`src/rtl/output_link_scheduler.sv`:
```
// Output link scheduler: shares one outgoing link among five requesters
// (PE, x+, y+, x-, y-). Arbitration is round-robin per packet. Flits are paced
// by a credit counter that tracks free slots in the downstream input buffer.
//
// Handshake: a requester raises its request_din bit once a complete packet is
// buffered. grant_dout is one-hot and doubles as the requester pop: while it is
// set, the granted requester must present one flit per cycle. The grant holds
// for exactly PACKET_FLITS consecutive cycles and cannot be stalled or revoked.
// credit_din is a single-cycle pulse per slot the downstream buffer frees.
module output_link_scheduler #(
  parameter int PACKET_FLITS = 5,
  parameter int BUFFER_DEPTH = 8,
  parameter int CREDIT_WIDTH = 4
) (
  input  logic                    clk,
  input  logic                    reset,
  input  logic [4:0]              request_din,
  input  logic                    credit_din,
  output logic [4:0]              grant_dout,
  output logic                    flit_valid_dout,
  output logic                    flit_last_dout,
  output logic [CREDIT_WIDTH-1:0] credit_count_dout,
  output logic                    credit_error_dout,
  output logic                    state_dout
);

  localparam int FLIT_W = (PACKET_FLITS > 1) ? $clog2(PACKET_FLITS) : 1;
  localparam logic [CREDIT_WIDTH-1:0] DEPTH_C  = CREDIT_WIDTH'(BUFFER_DEPTH);
  localparam logic [CREDIT_WIDTH-1:0] PACKET_C = CREDIT_WIDTH'(PACKET_FLITS);
  localparam logic [CREDIT_WIDTH-1:0] CRED_ONE = CREDIT_WIDTH'(1);
  localparam logic [FLIT_W-1:0]       LAST_C   = FLIT_W'(PACKET_FLITS - 1);
  localparam logic [FLIT_W-1:0]       FLIT_ONE = FLIT_W'(1);

  typedef enum logic {
    IDLE = 1'b0,
    BUSY = 1'b1
  } state_t;

  state_t            state;
  logic [2:0]        owner;      // index of the requester currently granted
  logic [2:0]        ptr;        // round-robin priority pointer
  logic [FLIT_W-1:0] flit_cnt;   // flits already sent in the current packet

  logic [CREDIT_WIDTH-1:0] credit_next;
  logic                    credit_overflow;
  logic [4:0]              req_eff;
  logic [2:0]              ptr_eff;
  logic [2:0]              next_ptr;
  logic                    credit_ok;
  logic                    arb_found;
  logic [2:0]              arb_win;
  logic                    arb_go;

  // Round-robin search: first set bit at or above ptr, wrapping 4 -> 0.
  // Iterating from the farthest offset down lets the nearest one win.
  function automatic logic [3:0] rr_pick(input logic [4:0] req, input logic [2:0] p);
    logic [3:0] idx;
    rr_pick = 4'b0000;
    for (int i = 4; i >= 0; i--) begin
      idx = {1'b0, p} + 4'(i);
      if (idx >= 4'd5) idx = idx - 4'd5;
      if (req[idx[2:0]]) rr_pick = {1'b1, idx[2:0]};
    end
  endfunction

  assign flit_valid_dout = |grant_dout;
  assign state_dout      = (state == BUSY);
  assign next_ptr        = (owner == 3'd4) ? 3'd0 : owner + 3'd1;

  // Credit counter next value: minus one per flit sent, plus one per credit,
  // saturating at BUFFER_DEPTH (an extra credit there is flagged as an error).
  always_comb begin
    credit_next     = credit_count_dout;
    credit_overflow = 1'b0;
    case ({flit_valid_dout, credit_din})
      2'b10:   credit_next = credit_count_dout - CRED_ONE;
      2'b01: begin
        if (credit_count_dout == DEPTH_C) credit_overflow = 1'b1;
        else                              credit_next = credit_count_dout + CRED_ONE;
      end
      default: credit_next = credit_count_dout;
    endcase
  end

  // Arbitration inputs. On the last flit of a packet the search uses the
  // advanced pointer and next-cycle credits, and masks the requester being
  // served: its request bit still reflects the packet now being popped.
  always_comb begin
    req_eff   = request_din;
    ptr_eff   = ptr;
    credit_ok = (credit_count_dout >= PACKET_C);
    if (state == BUSY) begin
      req_eff   = request_din & ~grant_dout;
      ptr_eff   = next_ptr;
      credit_ok = (credit_next >= PACKET_C);
    end
    {arb_found, arb_win} = rr_pick(req_eff, ptr_eff);
    arb_go = arb_found && credit_ok;
  end

  // Packet FSM: grant, owner, pointer, flit counter and last-flit flag.
  always_ff @(posedge clk or negedge reset) begin
    if (!reset) begin
      state          <= IDLE;
      grant_dout     <= 5'b00000;
      owner          <= 3'd0;
      ptr            <= 3'd0;
      flit_cnt       <= '0;
      flit_last_dout <= 1'b0;
    end else begin
      case (state)
        IDLE: begin
          if (arb_go) begin
            state          <= BUSY;
            grant_dout     <= 5'(1) << arb_win;
            owner          <= arb_win;
            flit_cnt       <= '0;
            flit_last_dout <= (PACKET_FLITS == 1);
          end else begin
            grant_dout     <= 5'b00000;
            flit_last_dout <= 1'b0;
          end
        end
        BUSY: begin
          if (flit_last_dout) begin
            ptr      <= next_ptr;
            flit_cnt <= '0;
            if (arb_go) begin
              grant_dout     <= 5'(1) << arb_win;
              owner          <= arb_win;
              flit_last_dout <= (PACKET_FLITS == 1);
            end else begin
              state          <= IDLE;
              grant_dout     <= 5'b00000;
              flit_last_dout <= 1'b0;
            end
          end else begin
            flit_cnt       <= flit_cnt + FLIT_ONE;
            flit_last_dout <= ((flit_cnt + FLIT_ONE) == LAST_C);
          end
        end
        default: begin
          state      <= IDLE;
          grant_dout <= 5'b00000;
        end
      endcase
    end
  end

  // Credit counter and sticky overflow flag.
  always_ff @(posedge clk or negedge reset) begin
    if (!reset) begin
      credit_count_dout <= DEPTH_C;
      credit_error_dout <= 1'b0;
    end else begin
      credit_count_dout <= credit_next;
      if (credit_overflow) credit_error_dout <= 1'b1;
    end
  end

endmodule

```
`config.mk`:
```
export PLATFORM = sky130hd
export DESIGN_NAME = output_link_scheduler
export DESIGN_NICKNAME = d
export VERILOG_FILES = /design/src/rtl/output_link_scheduler.sv
export SDC_FILE = /design/constraint.sdc
export NUM_CORES = 1
export LEC_CHECK = 0
export CORE_ASPECT_RATIO = 0.8
export CORE_UTILIZATION = 35
export CTS_CLUSTER_SIZE = 8
export DETAILED_ROUTE_END_ITERATION = 8
export SLEW_MARGIN = 25
export SYNTH_ARGS = -nofsm -noshare
export SYNTH_HDL_FRONTEND = slang
export SYNTH_SLANG_ARGS = --single-unit
```
`constraint.sdc`:
```
create_clock -name clk -period 3.6 [get_ports clk]
set_clock_uncertainty 0.1 [all_clocks]
set_input_delay 0.72 -clock clk [delete_from_list [all_inputs] [get_ports clk]]
set_output_delay 0.72 -clock clk [all_outputs]
set_load 0.01 [all_outputs]
```
=== Word-level counts from Yosys, hierarchy flattened ===
Index checks and enable logic that the tools add are counted.

* Bits in registers: 21
* Input port bits: 8
* Word-level logic and storage cells: 89

* Add/subtract/negate cells: 13
* Order comparisons: 12
* Eq/ne operators: 7
* Shifts and indexed selects: 1
* Multiplexer cells: 42
* Bitwise gates (word level): 3
* Reduce and logical (&&, ||, !) cells: 3

{| class="wikitable"
|+ Operators with widths
! cell !! number
|-
| 2-to-1 mux 3 bit || 11
|-
| >= comparator 4 x 3 -> 1 bit, second input constant || 6
|-
| 2-to-1 mux 4 bit || 6
|-
| less-than comparator 3 x 4 -> 1 bit, second input constant || 5
|-
| binary-select mux 1 bit (select 3 bit) || 5
|-
| 2-to-1 mux 5 bit || 3
|-
| subtractor 3 bit, second input constant || 5
|-
| one-hot mux 3 bit (2 select lines) || 2
|-
| 2-to-1 mux 1 bit || 11
|-
| one-hot mux 5 bit (2 select lines) || 1
|-
| adder 3 x 2 -> 4 bit, second input constant || 2
|-
| one-hot mux 4 bit (2 select lines) || 1
|-
| adder 3 x 1 -> 3 bit, second input constant || 2
|-
| equality test 3 bit, second input constant || 2
|-
| AND 5 bit || 1
|-
| NOT 5 bit || 1
|-
| OR reduction 5 bit || 1
|-
| << shifter 1 x 3 -> 5 bit, first input constant || 1
|-
| adder 3 x 1 -> 4 bit, second input constant || 1
|-
| adder 3 x 3 -> 4 bit, second input constant || 1
|-
| adder 4 x 1 -> 4 bit, second input constant || 1
|-
| equality test 4 bit, second input constant || 1
|-
| != test 2 bit, second input constant || 2
|-
| one-hot mux 1 bit (2 select lines) || 2
|-
| 7 further kinds || 7
|}

=== Logic depth before layout (Yosys ltp) ===
* Depth after elaboration: 17
* Depth in mapped cells: 17

=== Least setup slack after synthesis ===
OpenSTA, ideal clock, no wires.

* Kind: flip-flop to flip-flop
* Start: register owner[0]
* End: register grant_dout[2]
* Setup time: 122 ps
* Data arrival time: 3678 ps
* Slack: -300 ps
* Cell stages (with the launch flop): 17
* Buffers on the path: 1
* Clock period less this slack: 3900 ps
* Path through: dfrtp_1 -> inv_1 -> ha_1 -> a21oi_1 -> a21o_1 -> inv_1 -> buf_2 -> ha_1 -> and2_1 -> a32o_1 -> a21oi_2 -> mux2i_2 -> mux2i_1 -> o2bb2ai_2 -> o32ai_4 -> nor3_2 -> a32o_1

* Longest elaborated chain between the ends: 17
* Elaborated cells between the ends (all ways): 43
* Those cells by class: 10 x add/sub; 5 x order compare; 1 x eq/ne; 1 x shift; 25 x mux; 1 x reduce/logical

{| class="wikitable"
|+ Ends and longest elaborated chain
! element !! RTL line !! RTL
|-
| start, declared || 40 || <nowiki>logic [2:0] owner;</nowiki>
|-
| start signal, assigned || 116 || <nowiki>owner <= arb_win;</nowiki>
|-
| start signal, assigned || 130 || <nowiki>owner <= arb_win;</nowiki>
|-
| adder 3 x 1 -> 3 bit or equality test 3 bit (tied branches) || 68 || <nowiki>assign next_ptr = (owner == 3'd4) ? 3'd0 : owner + 3'd1;</nowiki>
|-
| 2-to-1 mux 3 bit * || 68 ||
|-
| 2-to-1 mux 3 bit * || 92 || <nowiki>if (state == BUSY) begin</nowiki>
|-
| adder 3 x 3 -> 4 bit || 60 || <nowiki>idx = {1'b0, p} + 4'(i);</nowiki>
|-
| >= comparator 4 x 3 -> 1 bit or subtractor 3 bit (tied branches) || 61 || <nowiki>if (idx >= 4'd5) idx = idx - 4'd5;</nowiki>
|-
| 2-to-1 mux 3 bit || 61 ||
|-
| binary-select mux 1 bit (select 3 bit) || 62 || <nowiki>if (req[idx[2:0]]) rr_pick = {1'b1, idx[2:0]};</nowiki>
|-
| 2-to-1 mux 1 bit (implied by the code) || 62 ||
|-
| 2-to-1 mux 4 bit (4 in series) || 62 ||
|-
| 2-to-1 mux 4 bit * || 62 ||
|-
| << shifter 1 x 3 -> 5 bit or logical AND 1 bit (tied branches) || 115, 129, 98 ||
|-
| 2-to-1 mux 5 bit * || 113, 128 ||
|-
| 2-to-1 mux 5 bit || 125 || <nowiki>if (flit_last_dout) begin</nowiki>
|-
| one-hot mux 5 bit (2 select lines) * || 111 || <nowiki>case (state)</nowiki>
|-
| end signal, assigned || 115 || <nowiki>grant_dout <= 5'(1) << arb_win;</nowiki>
|-
| end signal, assigned || 129 || <nowiki>grant_dout <= 5'(1) << arb_win;</nowiki>
|-
| end, declared || 19 || <nowiki>output logic [4:0] grant_dout,</nowiki>
|}

Every way passes the cells marked *; elsewhere a longest branch is shown, timed or not. The select of a mux whose other input is x is not followed.
A chain may end at the register's enable or synchronous reset.

=== Worst setup path in the final report ===
Same ends and word-level chain as after synthesis.

==> flow_summary.json <==
{
  "area_growth_pct": 50.9,
  "netlist_cell_types": 76,
  "timing.critical_path.slowest_cell_delay_ps": 570,
  "drt_drc_violations_left": 0,
  "timing.final.hold_violations": 0,
  "maxCapViolations": 0,
  "globalRoute.totalOverflow": 0,
  "dr.pass1.iters": 4,
  "core-area_um2": 6440,
  "numPortBuffers": 20,
  "post-synth-top-area-fraction_pct": 21.3,
  "finalWorstPathRequiredPeriod_ps": 3620,
  "synthesis.nets": 290,
  "path_cells": "inv_2 -> ha_4 -> or3b_4 -> a31o_4 -> ha_4 -> xnor2_4 -> mux4_2 -> buf_4 -> a21oi_2 -> nor3b_1 -> nor4b_4 -> buf_4 -> nor3_2 -> a32o_1",
  "max_slew_margin_pct": 59.6,
  "fin_worst_hold_slack_ps": 307,
  "antenna_cells_inserted": 0,
  "cp.required_ps": 3650,
  "finalMaxSlewViolations": 0,
  "hpwlAfterDp_mm": 5.30,
  "grt_pass1_wl_mm": 11.0,
  "grt_antenna_before_repair": 0,
  "tritoncts": "done",
  "first_iter_violations": 130,
  "initial_core_util_pct": 36.4,
  "asyncSetResetFlopFracSynth_pct": 100,
  "crit_path_start": "owner[0]$_DFFE_PN0P_",
  "synthesis.yosys.warnings": 0,
  "die_y_um": 75.2,
  "gp_congestion": 0.902,
  "drt-wirelength-per-cell_um": 16.1,
  "setup_viol": 2,
  "grt_start_max_net_pins": 22,
  "cp-end-kind": "register",
  "top_level_ports": 21,
  "timing_worst_slew_pin_value_ps": 605,
  "cp_data_arrival_time_ps": 3670,
  "dieArea_um2": 7030,
  "groute.usage.overall_pct": 20.1,
  "synthDominantAreaCellType": "dfrtp_1",
  "share_of_the_clock_period_used_by_the_worst_path_after_layout_pct": 101,
  "post_synthesis_area_per_instance_um2": 8.92,
  "via_density_per_instance": 5.47,
  "worstHoldPathType": "in2async",
  "synth-main-ff-cell": "dfrtp_1",
  "unrepaired_setup_endpoints_after_global_routing": "yes",
  "final_net_count": 378,
  "crit-reg2reg-launch": "owner[0]$_DFFE_PN0P_",
  "synthesis.area_um2": 2340,
  "clkSlewWorstSetupHoldPaths_ps": 70,
  "std_cell_rows": 26,
  "postSynthCellCount": 263,
  "clk_path_buf_depth": 2,
  "die_width_um": 93.5,
  "violations": "setup timing",
  "clk_latency_ps": 250,
  "root_buffer": "clkbuf_8",
  "drive_gt1_share_pct": 42.9,
  "ys_seq_area_share_pct": 22.5,
  "first_global_vias": 2167,
  "critical-path-slowest-cell": "mux4_2",
  "achievable-frequency_ghz": 0.276,
  "run_status": "finished with violations",
  "path_class": "reg2reg",
  "worst_slack_ps": -24.5,
  "fin_tns_setup_ps": -40.4,
  "detail_route.wirelength_mm": 6.97,
  "synth-seq-cells": 21,
  "cts.htree.levels": 1,
  "yosys-top-cells-area": "dfrtp_1, ha_1, mux2i_1, inv_1, nand2_1",
  "routed-via-count": 2375,
  "clock_sink_count": 21,
  "critical_path.startpoint_type": "register",
  "synth_edf_count": 0,
  "cts-buffers-inserted": 3,
  "path_max_fanout": 4,
  "drt.antenna.violating_nets": 0
}
## per-layer routing
layer | share of wire (%) | global-route usage [%]
met5 | 0 | 0
met4 | 0.43 | 2.56
met3 | 5.7 | 2.73
met2 | 45 | 31.0
met1 | 49 | 30.6
## worst max-delay path: cells and delay by family, from the launching register on
kind	cells	cell delay, ps
AND/OR/NAND/NOR	4	850
AO/OA/AOI/OAI	3	640
multiplexers	1	570
flip-flops	1	410
buffers and inverters	3	390
adder cells (fa/ha/maj)	2	360
XOR/XNOR	1	180
## final cells by class
type / instances / area, um2
Fill cell: 565 / 2900
Multi-Input combinational cell: 212 / 2030
Timing Repair Buffer: 92 / 748
Sequential cell: 21 / 527
Tap cell: 84 / 105
Inverter: 21 / 85.1
Clock buffer: 4 / 45.0
## through the flow
stage                     std cells  area (um2)  util [%]  setup slack, ps
final                           434        3540      54.9            -24.5
after global routing            434        3540      54.9             -164
after CTS                       427        3310      51.5            -5.77
after detailed placement        417        3150      48.8             -192
after global placement          417        3150      48.8             -171
after floorplan                 263        2450         -            -44.7
## placed cells by master (no fill, tap or decap), drive strengths merged, types with 3 or more instances in the layout
cell type,n
a2111oi,3
a211oi,3
a21boi,5
a21o,8
a21oi,13
a22o,3
a311oi,3
and2,7
buf,73
clkbuf,4
clkdlybuf4s50,19
dfrtp,20
ha,18
inv,20
mux2,7
mux2i,16
nand2,20
nand2b,11
nand3,5
nand4,4
nor2,16
nor3,6
o21ai,7
o22a,3
o31ai,4
or2,3
xnor2,3
## path summary, 6_finish.rpt
check                                                 end  slack, ps  depth (start not counted)
max                             grant_dout[2]$_DFFE_PN0N_        -20                         14
min                             grant_dout[2]$_DFFE_PN0N_        310                          1
max reg2reg                     grant_dout[2]$_DFFE_PN0N_        -20                         14
min reg2reg                 credit_error_dout$_DFFE_PN0P_        380                          1
max in group asynchronous  credit_count_dout[3]$_DFF_PN1_       2750                          1
min in group clk            credit_error_dout$_DFFE_PN0P_        380                          1
## cell families (layout without fill, tap and decap cells)
group	after synthesis	in the layout	synth area share, %
xor+xnor	3	3	1.12
buf+inv	30	117	5.07
simple gates	89	89	21.0
flops	21	21	22.5
compound gates	76	76	27.4
mux	25	25	12.4
fa+ha+maj	19	19	10.5
## Yosys cell counts, drive strengths merged, types with 4 or more instances
| cell | instances |
|---|---|
| nor3 | 6 |
| nand2b | 11 |
| and2 | 7 |
| dfrtp | 20 |
| buf | 6 |
| a21boi | 5 |
| o21ai | 7 |
| mux2i | 16 |
| ha | 18 |
| nand2 | 20 |
| nor2 | 16 |
| inv | 21 |
| o31ai | 4 |
| nand4 | 4 |
| mux2 | 7 |
| a21oi | 13 |
| a21o | 8 |
| nand3 | 5 |
## sequential cells by signal, indices dropped and copies added, names as in the netlist
name and cells:
owner 3, state_dout 1, grant_dout 5, flit_cnt 3
flit_last_dout 1, ptr 3, credit_error_dout 1, credit_count_dout 4
## what timing repair did
item | CTS | global route
gates resized for setup | 19 | 33
endpoints found under the setup margin | 11 | 12
pin swaps | 7 | 19
setup buffers | 6 | 7
hold buffers | 0 | 0
Power is left out: the tool's default activity adds up to more than one toggle a clock period on the data nets, which glitch-free logic cannot reach.
